===== config.mk =====
export PLATFORM = sky130hd
export DESIGN_NAME = semaforo_cruzamento_ctrl
export DESIGN_NICKNAME = d
export VERILOG_FILES = /design/src/rtl/semaforo_cruzamento_ctrl_pkg.sv /design/src/rtl/semaforo_temporizador.sv /design/src/rtl/semaforo_cruzamento_ctrl.sv
export SDC_FILE = /design/constraint.sdc
export NUM_CORES = 1
export LEC_CHECK = 0
export ABC_AREA = 0
export BUFFER_PORTS_ARGS = -buffer_cell sky130_fd_sc_hd__buf_2
export CAP_MARGIN = 10
export CORE_MARGIN = 2
export CORE_UTILIZATION = 30
export DETAILED_ROUTE_END_ITERATION = 7
export GPL_TIMING_DRIVEN = 1
export PLACE_DENSITY = 0.57
export RECOVER_POWER = 25
export SETUP_SLACK_MARGIN = 0.02
export SYNTH_ARGS = -nofsm -noshare
export SYNTH_HDL_FRONTEND = slang
export SYNTH_SLANG_ARGS = --single-unit

===== constraint.sdc =====
create_clock -name Clock -period 2.3 [get_ports Clock]
set_input_delay 0.46 -clock Clock [delete_from_list [all_inputs] [get_ports Clock]]
set_output_delay 0.46 -clock Clock [all_outputs]
set_load 0.03 [all_outputs]

===== src/rtl/semaforo_cruzamento_ctrl_pkg.sv =====
// rtl/semaforo_cruzamento_ctrl_pkg.sv - phase encoding, default timings and lamp decode
package semaforo_cruzamento_ctrl_pkg;

  typedef enum logic [2:0] {
    A_GRN, A_YLW, AR_A, WALK, AR_W, B_GRN, B_YLW, AR_B
  } fase_t;

  localparam int T_GRN_MIN_DEF = 4;
  localparam int T_GRN_MAX_DEF = 8;
  localparam int T_YLW_DEF     = 2;
  localparam int T_ALLRED_DEF  = 1;
  localparam int T_WALK_DEF    = 3;
  localparam int CW_DEF        = 8;

  typedef struct packed {
    logic red_a;
    logic ylw_a;
    logic grn_a;
    logic red_b;
    logic ylw_b;
    logic grn_b;
    logic walk;
  } lamps_t;

  // Exactly one lamp per road in every phase; walk only in WALK.
  function automatic lamps_t decode(input fase_t f);
    lamps_t l;
    l = '0;
    case (f)
      A_GRN:   begin l.grn_a = 1'b1; l.red_b = 1'b1; end
      A_YLW:   begin l.ylw_a = 1'b1; l.red_b = 1'b1; end
      B_GRN:   begin l.red_a = 1'b1; l.grn_b = 1'b1; end
      B_YLW:   begin l.red_a = 1'b1; l.ylw_b = 1'b1; end
      WALK:    begin l.red_a = 1'b1; l.red_b = 1'b1; l.walk = 1'b1; end
      default: begin l.red_a = 1'b1; l.red_b = 1'b1; end
    endcase
    return l;
  endfunction

endpackage


===== src/rtl/semaforo_temporizador.sv =====
// rtl/semaforo_temporizador.sv - saturating phase counter, cleared on every phase change
module semaforo_temporizador #(
  parameter int CW = 8
) (
  input  logic          Clock,
  input  logic          Reset,
  input  logic          clr,
  output logic [CW-1:0] cnt
);

  always_ff @(posedge Clock) begin
    if (Reset || clr)
      cnt <= '0;
    else if (cnt != '1)
      cnt <= cnt + CW'(1);
  end

endmodule


===== src/rtl/semaforo_cruzamento_ctrl.sv =====
// rtl/semaforo_cruzamento_ctrl.sv - main/side road crossing controller with pedestrian phase
module semaforo_cruzamento_ctrl
  import semaforo_cruzamento_ctrl_pkg::*;
#(
  parameter int T_GRN_MIN = T_GRN_MIN_DEF,
  parameter int T_GRN_MAX = T_GRN_MAX_DEF,
  parameter int T_YLW     = T_YLW_DEF,
  parameter int T_ALLRED  = T_ALLRED_DEF,
  parameter int T_WALK    = T_WALK_DEF,
  parameter int CW        = CW_DEF
) (
  input  logic Clock,
  input  logic Reset,
  input  logic CAR_B,
  input  logic PED,
  output logic red_a,
  output logic ylw_a,
  output logic grn_a,
  output logic red_b,
  output logic ylw_b,
  output logic grn_b,
  output logic walk
);

  localparam logic [CW-1:0] GMIN_END = CW'(T_GRN_MIN - 1);
  localparam logic [CW-1:0] GMAX_END = CW'(T_GRN_MAX - 1);
  localparam logic [CW-1:0] YLW_END  = CW'(T_YLW - 1);
  localparam logic [CW-1:0] AR_END   = CW'(T_ALLRED - 1);
  localparam logic [CW-1:0] WALK_END = CW'(T_WALK - 1);

  fase_t         state, nxt;
  logic          ped_pend;
  logic          clr;
  logic [CW-1:0] cnt;
  lamps_t        lamps;

  semaforo_temporizador #(.CW(CW)) u_temporizador (
    .Clock (Clock),
    .Reset (Reset),
    .clr   (clr),
    .cnt   (cnt)
  );

  always_comb begin
    nxt = state;
    case (state)
      A_GRN: if (cnt >= GMIN_END && (CAR_B || ped_pend)) nxt = A_YLW;
      A_YLW: if (cnt == YLW_END) nxt = AR_A;
      AR_A:  if (cnt == AR_END) nxt = ped_pend ? WALK : B_GRN;
      WALK:  if (cnt == WALK_END) nxt = AR_W;
      AR_W:  if (cnt == AR_END) nxt = CAR_B ? B_GRN : A_GRN;
      B_GRN: if ((cnt >= GMIN_END && (!CAR_B || ped_pend)) || cnt == GMAX_END) nxt = B_YLW;
      B_YLW: if (cnt == YLW_END) nxt = AR_B;
      AR_B:  if (cnt == AR_END) nxt = A_GRN;
      default: nxt = A_GRN;
    endcase
  end

  assign clr = (nxt != state);

  // Lamps are registered from the next phase so they always equal decode(state).
  always_ff @(posedge Clock) begin
    if (Reset) begin
      state    <= A_GRN;
      ped_pend <= 1'b0;
      lamps    <= decode(A_GRN);
    end else begin
      state    <= nxt;
      lamps    <= decode(nxt);
      if (nxt == WALK && state != WALK)
        ped_pend <= 1'b0;
      else if (PED)
        ped_pend <= 1'b1;
    end
  end

  assign red_a = lamps.red_a;
  assign ylw_a = lamps.ylw_a;
  assign grn_a = lamps.grn_a;
  assign red_b = lamps.red_b;
  assign ylw_b = lamps.ylw_b;
  assign grn_b = lamps.grn_b;
  assign walk  = lamps.walk;

endmodule

After elaboration in Yosys (flattened, before gate mapping)
Index checks and enable logic that the tools add are counted.

word-level totals
  flip-flop bits (word level) = 19
  input bits = 4
  output and inout bits = 7
  word-level logic and storage cells = 61

cells by class
  $add $sub $neg = 1
  order comparisons = 1
  eq/ne operators = 17
  mux-type cells = 18
  reduce and logical (&&, ||, !) cells = 14

operators by type and width
  cell                   count
  $mux W3                10
  $pmux W3 S8            1
  $eq A3 B3 Y1 const B   6
  $eq A3 B2 Y1 const B   3
  $add A8 B1 Y8 const B  1
  $eq A8 B1 Y1 const B   1
  $eq A8 B2 Y1 const B   1
  $eq A8 B3 Y1 const B   1
  $ge A8 B2 Y1 const B   1
  $logic_not A8 Y1       1
  $ne A8 B8 Y1 const B   1
  $mux W1                7
  $eq A3 B1 Y1 const B   2
  $logic_not A3 Y1       2
  $reduce_or A2 Y1       3
  $logic_or A1 B1 Y1     4
  $logic_and A1 B1 Y1    3
  $ne A3 B2 Y1 const B   1
  $ne A3 B3 Y1           1
  $logic_not A1 Y1       1

Depth between registers and ports, before layout
  depth in word-level cells = 9
  mapped depth = 9
  depth with buffers taken out = 9

Cells and area by module
From an unflattened synthesis, not the netlist that was laid out.

unflattened totals
  cell total of the unflattened synthesis = 141
  area, all modules = 1166.1 sq um

by module, submodules not included
  module                    instances  cells each  area each (sq um)  seq. area each (sq um)
  semaforo_cruzamento_ctrl  1          91          743.2              220.2
  semaforo_temporizador     1          50          422.9              160.2

Worst setup path after synthesis
OpenSTA, ideal clock, no wires.

  path type = register to register
  from = register u_temporizador.cnt[0]
  to = register ped_pend
  setup time = 129 ps
  arrival time = 1886 ps
  data required time = 2171 ps
  slack = 284 ps
  stages on the path, launching flop included = 10
  path buffers = 0
  clock period less this slack = 2016 ps
  cell sequence = dfxtp_1 inv_1 ha_1 nor2b_1 nor3_1 a31oi_1 o31ai_2 o21ai_2 a2111oi_2 nor3_1

on the way
  cells in the longest elaborated chain, start to end = 8
  elaborated cells on any way between the ends = 20
  those cells by class = order compare: 1; eq/ne: 4; mux: 9; reduce/logical: 6

ends and longest elaborated chain
  element                              line                                                            text
  start, declared                      semaforo_temporizador.sv:8                                      output logic [CW-1:0] cnt
  start signal, assigned               semaforo_temporizador.sv:15                                     cnt <= cnt + CW'(1);
  $ge A8 B2 Y1                         semaforo_cruzamento_ctrl.sv:47, semaforo_cruzamento_ctrl.sv:52
  $logic_and A1 B1 Y1                  semaforo_cruzamento_ctrl.sv:52                                  B_GRN: if ((cnt >= GMIN_END && (!CAR_B || ped_pend)) || cnt == GMAX_END) nxt = B_YLW;
  $logic_or A1 B1 Y1                   semaforo_cruzamento_ctrl.sv:52
  $mux W3                              semaforo_cruzamento_ctrl.sv:52
  $pmux W3 S8 *                        semaforo_cruzamento_ctrl.sv:46                                  case (state)
  $eq A3 B2 Y1 *                       semaforo_cruzamento_ctrl.sv:70                                  if (nxt == WALK && state != WALK)
  $logic_and A1 B1 Y1 *                semaforo_cruzamento_ctrl.sv:70
  $reduce_or A2 Y1 (no source line) *  --
  end signal, assigned                 semaforo_cruzamento_ctrl.sv:65                                  ped_pend <= 1'b0;
  end signal, assigned                 semaforo_cruzamento_ctrl.sv:71                                  ped_pend <= 1'b0;
  end signal, assigned                 semaforo_cruzamento_ctrl.sv:73                                  ped_pend <= 1'b1;
  end, declared                        semaforo_cruzamento_ctrl.sv:32                                  logic ped_pend;

Every way passes the cells marked *; elsewhere a longest branch is shown, timed or not.
A chain may end at the register's enable or synchronous reset.

Worst setup path after layout
  from = register u_temporizador.cnt[0]
  to = register u_temporizador.cnt[2]

on the way
  cells in the longest elaborated chain, start to end = 7
  elaborated cells on any way between the ends = 21
  those cells by class = add/sub: 1; order compare: 1; eq/ne: 5; mux: 9; reduce/logical: 5

ends and longest elaborated chain
  element              line                                                            text
  $ge A8 B2 Y1         semaforo_cruzamento_ctrl.sv:47, semaforo_cruzamento_ctrl.sv:52
  $logic_and A1 B1 Y1  semaforo_cruzamento_ctrl.sv:52
  $logic_or A1 B1 Y1   semaforo_cruzamento_ctrl.sv:52
  $mux W3              semaforo_cruzamento_ctrl.sv:52
  $pmux W3 S8          semaforo_cruzamento_ctrl.sv:46
  $ne A3 B3 Y1         semaforo_cruzamento_ctrl.sv:59                                  assign clr = (nxt != state);
  $logic_or A1 B1 Y1   semaforo_temporizador.sv:12                                     if (Reset || clr)

Parallel ways exist; a longest one is shown, timed or not.

==> flow_summary_export.csv <==
group,metric,value,unit
critical_path,critPathKind,"reg2reg",
logic_synthesis,synthesis.area,1160,um2
critical_path,reg2reg_to,"u_temporizador.cnt[2]",
routing,antenna_left,0,
cts,cts_tree,"built",
critical_path,rr_worst_depth,10,
critical_path,path_cells,"inv_1, ha_1, nor2b_1, nor3_1, a31oi_1, o31ai_2, buf_4, o211a_1, nor2_4, nor2_1",
timing,setup-violations-final,0,
die,die_w,66.2,um
timing,setup-tns-final,0,ns
cts,cts_root_buf,"clkbuf_8",
finish,most-common-layout-cells,"nor2_1, dfxtp_1, nand2_1",
finish,drive_gt1_share,18.4,%
pwr,leakagePower,0.541,nW
die,core,3690,um2
routing,drcViolationCount,0,
logic_synthesis,synthCells,138,
pwr,p_per_area,863,nW/um2
critical_path,cpPeakStageDelay,0.34,ns
die,fp.dieH,66.2,um
logic_synthesis,synth_nets,146,
placed_design,place_area,1280,um2
critical_path,startpoint_type,"register",
routing,drt_pass1_iterations,4,
finish,regMostFlops,"u_temporizador.cnt",
critical_path,cpMaxStageDelayCell,"dfxtp_2",
finish,largestRegisters,"u_temporizador.cnt x8, state x3",
routing,num_vias,1058,
global_route,grt-ovfl-total,0,
timing,rsz0062_at_grt,"false",
flow_run,maxCapViolCount,0,
critical_path,critPathRequiredTime,2.44,ns
cts,numClockSinks,19,
finish,num_antenna_cells,0,
placed_design,dp_hpwl,2070,um
timing,slew_violations,0,
timing,fmax,0.486,GHz
timing,slew_headroom,68.5,%
cts,cts_buffers,3,
finish,nFillCells,418,
finish,final_cell_area,1320,um2
global_route,grt_pass1_vias,1015,
logic_synthesis,synth_seq_cells,19,
cts,ctsLongestPathBuffers,2,
pwr,power_frac_comb,42.6,%
cts,clk_latency,0.25,ns
finish,largest_reg_flops,8,
cts,cts_htree_levels,1,
critical_path,cp_max_fo,8,
critical_path,end_kind,"register",
critical_path,r2r_start,"u_temporizador.cnt[0]",
die,start_util,31.5,%
critical_path,reg2reg_slack,0.24,ns
min_path,hold_start,"PED",
pwr,ir_drop,469,uV
pwr,p_switching,470,uW
pwr,power.share.switching,41.4,%
logic_synthesis,seq_area_frac_synth,32.7,%
timing,finalCritPeriodShare,89.5,%
die,io_pins,11,
critical_path,critPathArrivalTime,2.20,ns
timing,fin_crit,2.06,ns
die,die-area,4390,um2
pwr,seqPwrFrac,37.7,%
routing,drt_iter0_markers,29,
timing,skew,0.00465,ns
pwr,internal_power,666,uW
global_route,grt_max_degree,15,
global_route,grt_antenna_before_repair,0,
routing,drt-vias-per-instance,5.29,
timing,worstMarginPinSlew,0.472,ns
min_path,min_path_cells,3,
min_path,hp-class,"in2reg",
timing,finalHoldViolCount,0,
run_status,status,"complete, no violations",
finish,final_nets,161,
logic_synthesis,yosys_warnings,0,
cts,clk_pin_slew_worst_paths,0.07,ns
finish,area_growth,13.2,%
min_path,whs_endpoint,"ped_pend",
logic_synthesis,synthDistinctLibCells,47,
placed_design,numPortBuffers,10,
routing,wl,2620,um
pwr,clkPwrFrac,19.7,%
die,rows,22,
logic_synthesis,postSynthAreaPerCell,8.42,um2
placed_design,gp_congestion,0.843,
routing,drt-wirelength-per-cell,13.1,um
global_route,grt_pass1_wl,4570,um
global_route,grt_util_all_layers,13.1,%
==> cell usage after synthesis, drive strengths merged <==
| master | instances | share of area [%] |
|---|---|---|
| xnor2 | 1 | 0.75 |
| nor2 | 20 | 7.7 |
| a21o | 1 | 0.65 |
| and2 | 2 | 1.3 |
| nor4b | 1 | 0.75 |
| a32o | 1 | 0.97 |
| o2bb2ai | 1 | 0.75 |
| o21ai | 5 | 2.5 |
| ha | 4 | 4.3 |
| o2111ai | 1 | 0.75 |
| o221ai | 1 | 0.75 |
| a21oi | 3 | 1.3 |
| a2111oi | 1 | 1.3 |
| o311ai | 1 | 0.75 |
| and3 | 5 | 2.8 |
| buf | 3 | 2.3 |
| o21bai | 1 | 0.65 |
| a32oi | 1 | 0.75 |
| nand3 | 8 | 3.4 |
| nor3 | 5 | 3.0 |
| inv | 8 | 2.6 |
| o21a | 1 | 0.65 |
| dfxtp | 19 | 33 |
| a31oi | 6 | 3.2 |
| o221a | 1 | 0.97 |
| xor2 | 1 | 0.75 |
| o32ai | 1 | 2.4 |
| o31ai | 4 | 3.0 |
| nand4 | 2 | 1.1 |
| nor2b | 3 | 1.6 |
| o211a | 1 | 0.86 |
| nand2 | 13 | 4.4 |
| mux2i | 2 | 1.7 |
| nor4 | 3 | 2.9 |
| o211ai | 2 | 1.3 |
| nand2b | 2 | 1.1 |
| nor3b | 1 | 0.65 |
| clkbuf | 2 | 0.65 |
==> layer usage <==
layer / part of all wire [%] / up-vias / track usage, %
met1: 50 / 498 / 16.9
li1: - / 538 / -
met2: 48 / 22 / 23.0
met5: 0 / - / 0
met4: 0 / 0 / 3.06
met3: 2.5 / 0 / 1.53
==> worst max-delay path, delay by kind of cell (launching register included) <==
family          cells  cell delay [ns]
simple gates        4             0.55
compound gates      3             0.52
flops               1             0.34
buf+inv             2             0.28
fa+ha+maj           1             0.25
==> final cells by class <==
cell class | count | area [um2] | share of cell area (%)
sequential | 19 | 382 | 29.0
clock inverter | 1 | 5.00 | 0.380
timing repair buffer | 15 | 80.1 | 6.08
multi-input combinational | 106 | 718 | 54.6
inverter | 8 | 30.0 | 2.28
tap | 48 | 60.1 | 4.56
clock buffer | 3 | 41.3 | 3.14
==> worst max-delay path by stage <==
stage	start	to	slack (ns)
3_3_place_gp	u_temporizador.cnt[0]	ped_pend	0.18
4_1_cts	u_temporizador.cnt[0]	ped_pend	0.15
3_5_place_dp	u_temporizador.cnt[0]	ped_pend	0.18
2_1_floorplan	u_temporizador.cnt[0]	ped_pend	0.28
5_1_grt	u_temporizador.cnt[0]	ylw_a	0.04
6_report	u_temporizador.cnt[0]	u_temporizador.cnt[2]	0.24
==> logic make-up after synthesis <==
kind of cell,Yosys count,share of synthesized area (%)
xor gates and xnor gates,2,1.51
adders and majority gates,4,4.31
muxes,2,1.72
AOI/OAI and AO/OA,33,23.5
buffers and inverters,13,5.49
DFF,19,32.7
and+or+nand+nor,65,30.8
==> power by group through the flow <==
stage               logic [mW]  clock network [mW]  registers [mW]
floorplan                0.359                   0           0.444
global placement         0.477                   0           0.433
detailed placement       0.485                   0           0.433
CTS                      0.487               0.232           0.426
global route             0.536               0.244           0.439
finish                   0.484               0.223           0.429
==> metrics by stage <==
stage,util [%],setup slack [ns],total power [mW],std cells,hold slack [ns]
global route,35.7,0.0421,1.22,200,0.495
detailed placement,34.6,0.177,0.917,196,0.565
finish,35.7,0.240,1.14,200,0.479
CTS,35.9,0.152,1.15,200,0.474
floorplan,-,0.284,0.803,138,0.524
global placement,34.6,0.180,0.910,196,0.553
==> what timing repair did <==
action                     in CTS  in global routing
setup endpoints to repair       0                  2
resized for setup               0                  1
hold buffers                    0                  0
setup buffers                   0                  0
Power figures use the tool's default switching activity.
